### config.mk
export PLATFORM = sky130hd
export DESIGN_NAME = ex_hazard_ctrl_flat
export DESIGN_NICKNAME = d
export VERILOG_FILES = /design/src/rtl/ex_hazard_ctrl_pkg.sv /design/src/rtl/ex_hazard_ctrl_if.sv /design/src/rtl/ex_hazard_ctrl_fwd_select.sv /design/src/rtl/ex_hazard_ctrl.sv /design/src/flat_wrapper.sv
export SDC_FILE = /design/constraint.sdc
export NUM_CORES = 1
export LEC_CHECK = 0
export BUFFER_PORTS_ARGS = -buffer_cell sky130_fd_sc_hd__buf_2
export CAP_MARGIN = 5
export CORE_ASPECT_RATIO = 1.2
export CORE_MARGIN = 2
export CORE_UTILIZATION = 45
export DETAILED_ROUTE_END_ITERATION = 8
export PLACE_DENSITY = 0.74
export SLEW_MARGIN = 20
export SYNTH_ARGS = -nofsm -noshare
export SYNTH_HDL_FRONTEND = slang
export SYNTH_SLANG_ARGS = --single-unit
### constraint.sdc
create_clock -name clk -period 2 [get_ports clk]
set_clock_uncertainty 0.1 [all_clocks]
set_input_delay 0.4 -clock clk [delete_from_list [all_inputs] [get_ports clk]]
set_output_delay 0.4 -clock clk [all_outputs]
set_load 0.05 [all_outputs]
### src/rtl/ex_hazard_ctrl_pkg.sv
// Shared RV32I pipeline types: forwarding-mux select encoding and the
// hazard controller state encoding.
package rv32i_types;

    localparam int unsigned REG_AW = 5;

    // EX operand mux select; 2'b11 is never produced.
    typedef enum logic [1:0] {
        NONE = 2'b00,
        WB   = 2'b01,
        MEM  = 2'b10
    } fwd_sel_t;

    typedef enum logic [1:0] {
        RUN      = 2'b00,
        LU_STALL = 2'b01,
        MEM_WAIT = 2'b10
    } hzd_state_t;

endpackage

### src/rtl/ex_hazard_ctrl_if.sv
// Bundle between the pipeline datapath (master) and the hazard controller
// (slave): ID-stage operand info, EX/MEM events in, stall/flush/forward out.
interface ex_hazard_ctrl_if;
    import rv32i_types::*;

    logic              id_valid;
    logic [REG_AW-1:0] id_rs1;
    logic [REG_AW-1:0] id_rs2;
    logic              id_use_rs1;
    logic              id_use_rs2;
    logic [REG_AW-1:0] id_rd;
    logic              id_regwrite;
    logic              id_is_load;
    logic              ex_br_taken;
    logic              mem_dreq;
    logic              mem_dresp;
    fwd_sel_t          ex_fwd_sel1;
    fwd_sel_t          ex_fwd_sel2;
    logic              stall_pc;
    logic              stall_ifid;
    logic              bubble_idex;
    logic              flush_ifid;
    logic              freeze;

    modport master (
        output id_valid, id_rs1, id_rs2, id_use_rs1, id_use_rs2,
               id_rd, id_regwrite, id_is_load, ex_br_taken, mem_dreq, mem_dresp,
        input  ex_fwd_sel1, ex_fwd_sel2, stall_pc, stall_ifid, bubble_idex,
               flush_ifid, freeze
    );

    modport slave (
        input  id_valid, id_rs1, id_rs2, id_use_rs1, id_use_rs2,
               id_rd, id_regwrite, id_is_load, ex_br_taken, mem_dreq, mem_dresp,
        output ex_fwd_sel1, ex_fwd_sel2, stall_pc, stall_ifid, bubble_idex,
               flush_ifid, freeze
    );

endinterface

### src/rtl/ex_hazard_ctrl_fwd_select.sv
// Forwarding select for one ID source operand. The EX slot holds the
// instruction that will be in MEM next cycle, so it is the younger producer
// and wins over the MEM slot (which will be in WB).
module fwd_select
    import rv32i_types::*;
(
    input  logic              use_i,
    input  logic [REG_AW-1:0] rs_i,
    input  logic [REG_AW-1:0] ex_rd_i,
    input  logic              ex_wr_i,
    input  logic [REG_AW-1:0] mem_rd_i,
    input  logic              mem_wr_i,
    output fwd_sel_t          sel_o
);

    // x0 and unused operands never forward.
    always_comb begin
        sel_o = NONE;
        if (use_i && (rs_i != '0)) begin
            if (ex_wr_i && (rs_i == ex_rd_i)) begin
                sel_o = MEM;
            end else if (mem_wr_i && (rs_i == mem_rd_i)) begin
                sel_o = WB;
            end
        end
    end

endmodule

### src/rtl/ex_hazard_ctrl.sv
// EX hazard controller: tracks the destinations of the instructions in the
// EX and MEM slots, registers forwarding selects for the instruction moving
// into EX, and arbitrates memory freeze > branch flush > load-use stall.
module ex_hazard_ctrl
    import rv32i_types::*;
(
    input  logic            clk,
    input  logic            rst_n,
    ex_hazard_ctrl_if.slave hz
);

    hzd_state_t        state_q, state_d;
    logic [REG_AW-1:0] ex_rd_q, ex_rd_d;
    logic              ex_wr_q, ex_wr_d;
    logic              ex_ld_q, ex_ld_d;
    logic [REG_AW-1:0] mem_rd_q, mem_rd_d;
    logic              mem_wr_q, mem_wr_d;
    fwd_sel_t          sel1_q, sel1_d;
    fwd_sel_t          sel2_q, sel2_d;
    fwd_sel_t          sel1_c, sel2_c;
    logic              mem_hold;
    logic              rs_hit;
    logic              br_flush;
    logic              lu_hazard;

    fwd_select u_fwd1 (
        .use_i    (hz.id_use_rs1),
        .rs_i     (hz.id_rs1),
        .ex_rd_i  (ex_rd_q),
        .ex_wr_i  (ex_wr_q),
        .mem_rd_i (mem_rd_q),
        .mem_wr_i (mem_wr_q),
        .sel_o    (sel1_c)
    );

    fwd_select u_fwd2 (
        .use_i    (hz.id_use_rs2),
        .rs_i     (hz.id_rs2),
        .ex_rd_i  (ex_rd_q),
        .ex_wr_i  (ex_wr_q),
        .mem_rd_i (mem_rd_q),
        .mem_wr_i (mem_wr_q),
        .sel_o    (sel2_c)
    );

    // Hazard conditions, already ranked: a pending data access masks the
    // branch, and a taken branch squashes the ID instruction so it cannot stall.
    always_comb begin
        mem_hold  = !hz.mem_dresp && (hz.mem_dreq || (state_q == MEM_WAIT));
        rs_hit    = (hz.id_use_rs1 && (hz.id_rs1 == ex_rd_q)) ||
                    (hz.id_use_rs2 && (hz.id_rs2 == ex_rd_q));
        br_flush  = !mem_hold && hz.ex_br_taken;
        lu_hazard = !mem_hold && !hz.ex_br_taken && hz.id_valid &&
                    ex_ld_q && ex_wr_q && (ex_rd_q != '0) && rs_hit;
    end

    // Pipeline controls are gated by rst_n so they drop the moment reset
    // asserts, even while the memory request inputs are still active.
    assign hz.freeze      = rst_n && mem_hold;
    assign hz.stall_pc    = rst_n && (mem_hold || lu_hazard);
    assign hz.stall_ifid  = rst_n && (mem_hold || lu_hazard);
    assign hz.bubble_idex = rst_n && (br_flush || lu_hazard);
    assign hz.flush_ifid  = rst_n && br_flush;
    assign hz.ex_fwd_sel1 = sel1_q;
    assign hz.ex_fwd_sel2 = sel2_q;

    // Next state plus the ID->EX->MEM shift of the tracking slots; everything
    // holds while frozen, and a bubble enters EX as an empty, non-forwarding slot.
    always_comb begin
        // NOTE: each target gets a default first so no path leaves it unassigned (no latches).
        state_d  = RUN;
        ex_rd_d  = ex_rd_q;
        ex_wr_d  = ex_wr_q;
        ex_ld_d  = ex_ld_q;
        mem_rd_d = mem_rd_q;
        mem_wr_d = mem_wr_q;
        sel1_d   = sel1_q;
        sel2_d   = sel2_q;

        if (mem_hold) begin
            state_d = MEM_WAIT;
        end else if (lu_hazard) begin
            state_d = LU_STALL;
        end

        if (!mem_hold) begin
            mem_rd_d = ex_rd_q;
            mem_wr_d = ex_wr_q;
            if (br_flush || lu_hazard) begin
                ex_rd_d = '0;
                ex_wr_d = 1'b0;
                ex_ld_d = 1'b0;
                sel1_d  = NONE;
                sel2_d  = NONE;
            end else begin
                ex_rd_d = hz.id_rd;
                ex_wr_d = hz.id_valid && hz.id_regwrite;
                ex_ld_d = hz.id_valid && hz.id_is_load;
                sel1_d  = sel1_c;
                sel2_d  = sel2_c;
            end
        end
    end

    // State, tracking and select registers; reset empties the tracking slots.
    always_ff @(posedge clk or negedge rst_n) begin
        if (!rst_n) begin
            state_q  <= RUN;
            ex_rd_q  <= '0;
            ex_wr_q  <= 1'b0;
            ex_ld_q  <= 1'b0;
            mem_rd_q <= '0;
            mem_wr_q <= 1'b0;
            sel1_q   <= NONE;
            sel2_q   <= NONE;
        end else begin
            // NOTE: non-blocking so every register samples pre-edge values.
            state_q  <= state_d;
            ex_rd_q  <= ex_rd_d;
            ex_wr_q  <= ex_wr_d;
            ex_ld_q  <= ex_ld_d;
            mem_rd_q <= mem_rd_d;
            mem_wr_q <= mem_wr_d;
            sel1_q   <= sel1_d;
            sel2_q   <= sel2_d;
        end
    end

endmodule

### src/flat_wrapper.sv
// flat-port wrapper written by rule: the top's interface ports become plain ports
module ex_hazard_ctrl_flat import rv32i_types::*;
  (clk, rst_n, hz_id_valid, hz_id_rs1, hz_id_rs2, hz_id_use_rs1, hz_id_use_rs2, hz_id_rd, hz_id_regwrite, hz_id_is_load, hz_ex_br_taken, hz_mem_dreq, hz_mem_dresp, hz_ex_fwd_sel1, hz_ex_fwd_sel2, hz_stall_pc, hz_stall_ifid, hz_bubble_idex, hz_flush_ifid, hz_freeze);
  ex_hazard_ctrl_if hz_i ();
  input  logic clk;
  input  logic rst_n;
  input wire logic [$bits(hz_i.id_valid)-1:0] hz_id_valid;
  input wire logic [$bits(hz_i.id_rs1)-1:0] hz_id_rs1;
  input wire logic [$bits(hz_i.id_rs2)-1:0] hz_id_rs2;
  input wire logic [$bits(hz_i.id_use_rs1)-1:0] hz_id_use_rs1;
  input wire logic [$bits(hz_i.id_use_rs2)-1:0] hz_id_use_rs2;
  input wire logic [$bits(hz_i.id_rd)-1:0] hz_id_rd;
  input wire logic [$bits(hz_i.id_regwrite)-1:0] hz_id_regwrite;
  input wire logic [$bits(hz_i.id_is_load)-1:0] hz_id_is_load;
  input wire logic [$bits(hz_i.ex_br_taken)-1:0] hz_ex_br_taken;
  input wire logic [$bits(hz_i.mem_dreq)-1:0] hz_mem_dreq;
  input wire logic [$bits(hz_i.mem_dresp)-1:0] hz_mem_dresp;
  output wire logic [$bits(hz_i.ex_fwd_sel1)-1:0] hz_ex_fwd_sel1;
  output wire logic [$bits(hz_i.ex_fwd_sel2)-1:0] hz_ex_fwd_sel2;
  output wire logic [$bits(hz_i.stall_pc)-1:0] hz_stall_pc;
  output wire logic [$bits(hz_i.stall_ifid)-1:0] hz_stall_ifid;
  output wire logic [$bits(hz_i.bubble_idex)-1:0] hz_bubble_idex;
  output wire logic [$bits(hz_i.flush_ifid)-1:0] hz_flush_ifid;
  output wire logic [$bits(hz_i.freeze)-1:0] hz_freeze;
  assign hz_i.id_valid = hz_id_valid;
  assign hz_i.id_rs1 = hz_id_rs1;
  assign hz_i.id_rs2 = hz_id_rs2;
  assign hz_i.id_use_rs1 = hz_id_use_rs1;
  assign hz_i.id_use_rs2 = hz_id_use_rs2;
  assign hz_i.id_rd = hz_id_rd;
  assign hz_i.id_regwrite = hz_id_regwrite;
  assign hz_i.id_is_load = hz_id_is_load;
  assign hz_i.ex_br_taken = hz_ex_br_taken;
  assign hz_i.mem_dreq = hz_mem_dreq;
  assign hz_i.mem_dresp = hz_mem_dresp;
  assign hz_ex_fwd_sel1 = hz_i.ex_fwd_sel1;
  assign hz_ex_fwd_sel2 = hz_i.ex_fwd_sel2;
  assign hz_stall_pc = hz_i.stall_pc;
  assign hz_stall_ifid = hz_i.stall_ifid;
  assign hz_bubble_idex = hz_i.bubble_idex;
  assign hz_flush_ifid = hz_i.flush_ifid;
  assign hz_freeze = hz_i.freeze;
  ex_hazard_ctrl u_core (.clk(clk), .rst_n(rst_n), .hz(hz_i));
endmodule
* Word level (Yosys, flattened, before mapping)
Index checks and enable logic that the tools add are counted.
Word-level totals: flip-flop bits (word level) 19, input port bits 25, output and inout port bits 9
Operators by class: equal/unequal tests 5, multiplexer cells 13, reduce and logical (&&, ||, !) cells 32
Operators with widths (count):
- $logic_and 1x1->1 | 22
- $eq 5x5->1 | 4
- $reduce_bool 5->1 | 3
- $mux 2 | 7
- $mux 1 | 5
- $mux 5 | 1
- $logic_or 1x1->1 | 4
- $logic_not 1->1 | 3
- $eq 2x2->1 const B | 1

* Logic depth before layout (Yosys ltp)
Gate-level depths: netlist of the first run.
depth after elaboration 12, mapped depth 8

* Modules after synthesis
From an unflattened synthesis of the first run, not the netlist that was laid out.
Unflattened totals: cells, all modules 160, area, all modules 1393.8 µm²
Modules (own cells, without submodules):
- ex_hazard_ctrl | instances 1, cells each 124, area an instance 1118.6 µm², seq. area each 475.5 µm²
- fwd_select | instances 2, cells each 18, area an instance 137.6 µm², seq. area each 0.0 µm²

* Least setup slack after synthesis of the first run
No wires, ideal clock.
path type reg2out, start reg u_core.ex_rd_q[0], end out hz_stall_pc, arrival time 2.397 ns, required time 1.500 ns, setup slack -0.897 ns, cell stages (with the launch flop) 8, path through dfrtp_1 > xnor2_1 > nand3_1 > o22ai_2 > o2111ai_4 > buf_6 > a21boi_1 > buf_4
Between the ends: longest elaborated chain between the ends 6, elaborated cells between the ends (all ways) 10
Ends and longest elaborated chain:
- from (decl) | RTL line ex_hazard_ctrl.sv:13 | logic [REG_AW-1:0] ex_rd_q, ex_rd_d;
- from (signal assigned) | RTL line ex_hazard_ctrl.sv:119 | ex_rd_q <= ex_rd_d;
- $eq 5x5->1, on equally long branches | RTL line ex_hazard_ctrl.sv:50, ex_hazard_ctrl.sv:51
- $logic_and 1x1->1, on equally long branches | RTL line ex_hazard_ctrl.sv:50, ex_hazard_ctrl.sv:51
- $logic_or 1x1->1 | RTL line ex_hazard_ctrl.sv:50 | rs_hit = (hz.id_use_rs1 && (hz.id_rs1 == ex_rd_q)) ||
- $logic_and 1x1->1 * | RTL line ex_hazard_ctrl.sv:54 | ex_ld_q && ex_wr_q && (ex_rd_q != '0) && rs_hit;
- $logic_or 1x1->1 *
- $logic_and 1x1->1 *
- to (decl) | RTL line flat_wrapper.sv:20 | output wire logic [$bits(hz_i.stall_pc)-1:0] hz_stall_pc;
Every way passes the cells marked *; elsewhere a longest branch is shown, timed or not.

* Final worst setup path of the first run
start reg u_core.ex_rd_q[1], end out hz_stall_pc
Between the ends: longest elaborated chain between the ends 6, elaborated cells between the ends (all ways) 10
Ends and longest elaborated chain:
- $eq 5x5->1, on equally long branches | RTL line ex_hazard_ctrl.sv:50, ex_hazard_ctrl.sv:51
- $logic_and 1x1->1, on equally long branches | RTL line ex_hazard_ctrl.sv:50, ex_hazard_ctrl.sv:51
- $logic_or 1x1->1 | RTL line ex_hazard_ctrl.sv:50
- $logic_and 1x1->1 * | RTL line ex_hazard_ctrl.sv:54
- $logic_or 1x1->1 * | RTL line ex_hazard_ctrl.sv:60 | assign hz.stall_pc = rst_n && (mem_hold || lu_hazard);
- $logic_and 1x1->1 * | RTL line ex_hazard_ctrl.sv:60
Marks and branches as above.

==> results.md, run 1 <==
* Worst min-delay path class: in -> async
* Predominant post-synthesis flop cell: sky130_fd_sc_hd__dfrtp_1
* Drt pass-1 iters at 4
* First-pass GRT wire length at 4500 microns
* Setup violation total in the final timing report at 4
* Number of pins exceeding their max-slew limit in the final report at 0
* Number of DRC violations after detailed-routing iteration 0 at 26
* Cell types with the highest counts after synthesis: sky130_fd_sc_hd__dfrtp_1 (19), sky130_fd_sc_hd__xnor2_1 (12), sky130_fd_sc_hd__a32o_1 (8), sky130_fd_sc_hd__nand3_1 (8), sky130_fd_sc_hd__xor2_1 (8)
* Result of the run: complete, but fails checks
* Setup TNS after final layout at -1.10 ns
* Wire length after detailed routing at just under 3000 microns
* Number of global-route vias before repair at 1037
* Total routing resource utilization after global routing at between 20% and 30%
* Power per cell area at between 500 and 600 nW/um^2
* Number of buffers inserted by port buffering at 33
* # IOs at 34
* Net count of the finished layout at around 180
* Width of the die at between 40 and 50 microns
* Starting Density at 47.5%
* Distinct cell type count of the synthesized netlist at 29
* Final weighted congestion of routability-driven global placement at 0.845
* Worst setup slack for register-to-register paths at around 0.07 ns
* Max Clock Freq at approximately 0.42 GHz
* Footprint of the multi-input gates at between 700 and 800 sq um
* Worst-case headroom to the max-slew limit at between 80% and 90%
* Buffers from clock root to sink, at most at 2
* Share of post-route cells with drive strength above 1 at between 60% and 70%
* Die Y at 58.0 microns
* Number of levels in the clock H-tree at 1
* Global-route congestion overflow total at 0
* Synth warnings at 0
* Count of fill cells added during filler insertion at between 150 and 200
* Max-cap violations at 0
* Post-Place Cells at approximately 180
* Xor/xnor share of the synthesized area at 16.0%
* Footprint of the flip-flops and latches at between 400 and 500 sq um
* Clock tree from TritonCTS: yes
* Compound-gate portion of the synthesized area at between 10% and 20%
* Count of clock tree sinks at 19
* Core Rows at 19
* Layout-stage area growth over the synthesis result at 51.9%
* Number of CTS-inserted buffers at 3
* Kind of end point of the critical path: output port
* Main combinational cell family by area after synthesis: compound AO/OA/AOI/OAI gates
* Final WS setup at -0.374 ns
* Required time at the worst-slack endpoint at about 1.5 ns
* Fraction of post-synthesis cell area in the top cell type by area at a little over two fifths
* Fraction of synthesis flops using an asynchronous set or reset pin at 100%
* Routed wire per std cell at around 16 microns
* Synthesized area divided by synthesized cell count at 11.3 sq um
* Count of final hold-check violations at 0
* R2r endpoint: u_core.ex_rd_q[4]
* Transition time at the pin with the least slew margin at roughly 0.28 ns
* Largest area contributor in the synthesized netlist: sky130_fd_sc_hd__dfrtp_1
* Floorplan die area at 2840 sq um
* Cell area after technology mapping at roughly 1100 sq um
* Average via count per standard cell at ~5.4
* Share of synthesized area occupied by flip-flops and latches at between 40 and 50%
* Post-synth net total at ~120
* CP Max Fanout at 5
* Area inside the core boundary at roughly 2300 sq um
* Max IR drop VDD at ~0.00057 V
* Routed vias at ~1000
* EDFF count, synth at 0
* Arithmetic-cell share of the synthesized area counting full adders, half adders and majority gates at 0%
* Residual antenna-violating net count after detailed routing at 0
* Unrepaired setup endpoints after global routing: true
* Tmin final at roughly 2.4 ns
* Final critical-path share of the clock period at 119%
* Sort of element at the start of the critical path: register
* Diode count at 0
* Most common cell in the synthesized netlist: sky130_fd_sc_hd__dfrtp_1
* Post-CTS clock slew at the launch and capture registers of the worst setup and hold paths at approximately 0.11 ns
* Critical register-to-register path startpoint: u_core.ex_rd_q[1]
* Hpwl dp at 2030 microns
* Setup CP Type: reg -> out
* Clock Root Buffer: sky130_fd_sc_hd__clkbuf_4
* Critical path data arrival time at about 1.9 ns
* Synth area leaders: sky130_fd_sc_hd__dfrtp_1 (43%), sky130_fd_sc_hd__xnor2_1 (9.6%), sky130_fd_sc_hd__a32o_1 (7.3%)
* Total of flip-flops plus latches after synthesis at 19
* Initial antenna violation count at 0
* Post-synthesis mux area share at under 10%
* Post-Synthesis Cells at just under 100
* Depth of the worst register-to-register path at 5
* Failing checks: negative setup slack
* Worst setup slack before clock tree synthesis at -0.175 ns
* Remaining DRCs at 0
* Later-pin clock latency in the skew report at around 0.31 ns
* Share of synthesized cell area in and, or, nand and nor gates at 14.1%
* Fin cells at 183
* Total leakage power at 0.789 nW
* Pin count of the biggest net entering global routing at 20
==> cell type report <==
class,instances,area share (%)
well taps,31,2.33
clock inverters,1,0.301
inverters,2,0.451
flip-flops and latches,19,29.0
repair buffers,56,23.6
clock buffers,3,1.35
multi-input cells,71,43.0
==> timing repair <==
item / in CTS / in global routing
pin swaps: 1 / 8
setup buffers: 2 / 2
resized for setup: 17 / 17
setup endpoints to repair: 5 / 4
hold buffers: 0 / 0
==> per-stage QoR <==
step                      instance area (sq um)  total power, mW  util, %  hold WS, ns
after floorplan                            1140            0.585        -      0.00441
after global placement                     1450            0.688     62.9        0.348
after detailed placement                   1450            0.698     62.9        0.351
after CTS                                  1540            0.918     66.8      0.00822
after global routing                       1660            0.988     72.1       0.0230
final                                      1660            0.951     72.1       0.0108
==> worst max-delay path: stages, from the launching register on <==
cell and delay, ns:
sky130_fd_sc_hd__dfrtp_2 0.48, sky130_fd_sc_hd__xnor2_2 0.21, sky130_fd_sc_hd__nand3_2 0.13, sky130_fd_sc_hd__o22ai_4 0.19, sky130_fd_sc_hd__o2111ai_4 0.16, sky130_fd_sc_hd__a21boi_4 0.23, sky130_fd_sc_hd__buf_6 0.18
==> worst max-delay path by stage <==
| stage | from | endpoint | slack, ns | depth (start not counted) |
|---|---|---|---|---|
| final | u_core.ex_rd_q[1] | hz_stall_pc | -0.37 | 6 |
| after global routing | u_core.ex_rd_q[1] | hz_stall_pc | -0.46 | 6 |
| after CTS | u_core.ex_rd_q[1] | hz_stall_ifid | -0.37 | 6 |
| after detailed placement | hz_id_rs1[4] | hz_stall_ifid | -0.18 | 7 |
| after global placement | hz_id_rs1[4] | hz_stall_ifid | -0.13 | 7 |
| after floorplan | u_core.ex_rd_q[0] | hz_stall_pc | -0.28 | 7 |
==> flip-flops by register name (all words and copies together) (netlist names) <==
signal / cells
u_core.ex_rd_q: 5
u_core.hz.ex_fwd_sel2: 2
u_core.hz.ex_fwd_sel1: 2
u_core.mem_rd_q: 5
u_core.mem_wr_q: 1
u_core.state_q: 2
u_core.ex_wr_q: 1
u_core.ex_ld_q: 1
==> cell usage in the layout (no fill, tap or decap), types with 2 or more instances in the layout <==
| master | n |
|---|---|
| sky130_fd_sc_hd__xor2_1 | 8 |
| sky130_fd_sc_hd__dfrtp_1 | 14 |
| sky130_fd_sc_hd__nor3_1 | 4 |
| sky130_fd_sc_hd__a32o_1 | 8 |
| sky130_fd_sc_hd__clkbuf_4 | 3 |
| sky130_fd_sc_hd__buf_8 | 2 |
| sky130_fd_sc_hd__mux2_2 | 6 |
| sky130_fd_sc_hd__xnor2_2 | 10 |
| sky130_fd_sc_hd__a22o_1 | 2 |
| sky130_fd_sc_hd__and3_1 | 3 |
| sky130_fd_sc_hd__o21ai_0 | 2 |
| sky130_fd_sc_hd__buf_6 | 4 |
| sky130_fd_sc_hd__nand3_1 | 5 |
| sky130_fd_sc_hd__nand3_2 | 3 |
| sky130_fd_sc_hd__or4_1 | 2 |
| sky130_fd_sc_hd__buf_4 | 21 |
| sky130_fd_sc_hd__nor4_1 | 2 |
| sky130_fd_sc_hd__xnor2_1 | 2 |
| sky130_fd_sc_hd__dfrtp_2 | 5 |
| sky130_fd_sc_hd__nor2_1 | 2 |
| sky130_fd_sc_hd__buf_2 | 28 |
==> routing by layer <==
metal / track usage, % / routed length (microns) / vias to the layer above
met5: 0 / 0 / -
met4: 10.6 / 63 / 0
met3: 3.61 / 119 / 8
met2: 41.7 / 1610 / 31
met1: 21.6 / 1110 / 482
li1: - / - / 476
==> power by group <==
group          switching (mW)  total (mW)  internal (mW)
sequential             0.0403       0.452          0.411
clock                   0.126       0.200         0.0748
combinational           0.134       0.299          0.164
==> logic make-up after synthesis <==
logic type | Yosys count
multiplexers | 6
buffers and inverters | 7
flip-flops | 19
AO/OA/AOI/OAI | 18
XOR/XNOR | 20
AND/OR/NAND/NOR | 27
No activity file was read; power rests on OpenSTA's default activity.
==> run 2, diff against run 1 <==
- PLACE_DENSITY: 0.74 -> 0.82
==> run 2 against run 1 <==
  * The run still ends with negative setup slack left
  * Critical endpoint is now hz_bubble_idex
  * Sequential share of layout area rose by 1.6 points
  * First-iteration DRC count up 100%
  * Routed wire length grew 6.2%
  * Sequential power barely moved
==> results.md, run 2 (synthesis gave the netlist of run 1 again) <==
* Later-pin clock latency in the skew report at 0.31 ns (about the same)
* Core Util, Final at 68.4% (-3.7 points)
* Tmin final at 2.41 ns (+0.0320 ns)
* Transition time at the pin with the least slew margin at 0.320 ns (+0.0425 ns)
* Core Rows at 19 (unchanged)
* Pin count of the biggest net entering global routing at 19 (-5.0%)
* Failing checks: negative setup slack
* Starting Density at 47.5% (unchanged)
* Max IR drop VDD at 0.000391 V (-31%)
* Routed length on met2 at 1730 microns (+7.7%)
* Kind of end point of the critical path: output port
* Global-route congestion overflow total at 0 (unchanged)
* Initial antenna violation count at 0 (unchanged)
* Regs by FF count: u_core.ex_rd_q x5, u_core.mem_rd_q x5
* Layout-stage area growth over the synthesis result at 44.1%
* Final critical-path share of the clock period at 120% (+1.6 points)
* Highest-count cells in the layout ignoring fill and taps: sky130_fd_sc_hd__buf_2 (28), sky130_fd_sc_hd__buf_4 (20), sky130_fd_sc_hd__dfrtp_1 (14)
* Wl on met1 at 1130 microns (+2.1%)
* Post-CTS clock slew at the launch and capture registers of the worst setup and hold paths at 0.11 ns (about the same)
* Final weighted congestion of routability-driven global placement at 0.846 (+0.15%)
* Worst min-delay path class: in -> async
* Total routing resource utilization after global routing at 23.7% (+2.4 points)
* Result of the run: complete, but fails checks
* Net count of the finished layout at 177 (-0.56%)
* Top routing layer used: met4
* Area inside the core boundary at 2310 sq um (unchanged)
* Setup violation total in the final timing report at 3 (-1)
* Remaining DRCs at 0 (unchanged)
* Routed wire per std cell at 16.9 microns (+6.8%)
* Drt pass-1 iters at 6 (+2)
* Clock Root Buffer: sky130_fd_sc_hd__clkbuf_4
* Final WS setup at -0.406 ns (-0.0320 ns)
* Placed cell areas at 1450 sq um (unchanged)
* Average via count per standard cell at 5.71 (+4.9%)
* CP Max Fanout at 5 (unchanged)
* Power Total at 927 uW (-2.5%)
* Number of CTS-inserted buffers at 3 (unchanged)
* Max Clock Freq at 0.416 GHz (-1.3%)
* Setup CP Type: reg -> out
* Min Hold Slack at 0.0280 ns (+0.0172 ns)
* Setup TNS after final layout at -1.21 ns (-0.111 ns)
* Routed vias at 1040 (+4.3%)
* Worst-case headroom to the max-slew limit at 78.4% (-2.9 points)
* Power per cell area at 588 nW/um^2 (+2.8%)
* Count of final hold-check violations at 0 (unchanged)
* Count of clock tree sinks at 19 (unchanged)
* Diode count at 0 (unchanged)
* Width of the die at 49.0 microns (unchanged)
* Max-cap violations at 0 (unchanged)
* Number of levels in the clock H-tree at 1 (unchanged)
* # IOs at 34 (unchanged)
* Unrepaired setup endpoints after global routing: true
* Clock tree from TritonCTS: yes
* Share of post-route cells with drive strength above 1 at 56.3% (-6.9 points)
* First-pass GRT wire length at 5080 microns (+13%)
* Required time at the worst-slack endpoint at 1.50 ns (about the same)
* Wire length after detailed routing at 3080 microns (+6.2%)
* Critical path data arrival time at 1.91 ns (+0.04 ns)
* Number of global-route vias before repair at 1085 (+4.6%)
* Total leakage power at 0.754 nW (-4.5%)
* Post-Place Cells at 175 (unchanged)
* Number of buffers inserted by port buffering at 33 (unchanged)
* Fin cells at 182 (-0.55%)
* Residual antenna-violating net count after detailed routing at 0 (unchanged)
* Floorplan die area at 2840 sq um (unchanged)
* Worst setup slack before clock tree synthesis at -0.164 ns (+0.0117 ns)
* Buffers from clock root to sink, at most at 2 (unchanged)
* Number of pins exceeding their max-slew limit in the final report at 0 (unchanged)
* Hpwl dp at 2210 microns (+9.1%)
* Non-Filler Cell Area, Final at 1580 sq um (-5.1%)
* Die Y at 58.0 microns (unchanged)
* Number of DRC violations after detailed-routing iteration 0 at 52 (+100%)
* Met3 routed wirelength at 148 microns (+24%)
* Most common cell after layout, fill and taps aside: sky130_fd_sc_hd__buf_2
* Sort of element at the start of the critical path: register
==> run 2: cell count changes in the layout (fill, tap and decap cells not counted), sizes merged <==
cell         previous run  this run
buf                    56        54
dlygate4sd3             0         1
==> run 2: final timing paths <==
path                                                from                        to  slack [ns]  depth (start not counted)
min in group clk                             hz_id_rd[3]         u_core.ex_rd_q[3]        0.23                          2
worst min-delay path                               rst_n         u_core.ex_rd_q[4]        0.03                          2
worst max-delay path                   u_core.ex_rd_q[1]            hz_bubble_idex       -0.41                          4
worst min register to register  u_core.hz.ex_fwd_sel1[0]  u_core.hz.ex_fwd_sel1[0]        0.40                          1
max in group asynchronous                          rst_n  u_core.hz.ex_fwd_sel2[0]        1.24                          2
worst max register to register         u_core.ex_rd_q[1]  u_core.hz.ex_fwd_sel2[0]        0.10                          4
==> run 2: area by class of cell <==
cell class	count	area (sq um)
Multi-Input combinational cell	71	651
Tap cell	31	38.8
Fill cell	191	728
Clock inverter	1	5.00
Inverter	2	7.51
Timing Repair Buffer	55	372
Sequential cell	19	482
Clock buffer	3	22.5
==> run 2: worst max-delay path, cell delays in order, from the launching register on <==
cell	delay, ns
sky130_fd_sc_hd__dfrtp_2	0.49
sky130_fd_sc_hd__or4_4	0.57
sky130_fd_sc_hd__o2111ai_4	0.26
sky130_fd_sc_hd__a21boi_2	0.11
sky130_fd_sc_hd__buf_6	0.17
==> run 2: metal layers <==
metal	vias up	track usage, %
met2	44	44.4
met5	-	0
met1	514	27.8
li1	472	-
met3	10	1.80
met4	0	10.2
==> run 2: power by group <==
part / internal (mW) / leakage (nW) / switching, mW / total [mW]
registers: 0.411 / 0.246 / 0.0394 / 0.451
logic: 0.146 / 0.491 / 0.128 / 0.274
clock network: 0.0747 / 0.0177 / 0.127 / 0.202
==> run 2: repair_timing <==
item,in CTS,in global routing
gates resized for setup,18,7
hold buffers,1,0
pin swaps,1,1
setup buffers,4,0
endpoints found under the setup margin,5,5
hold endpoints to repair,2,0
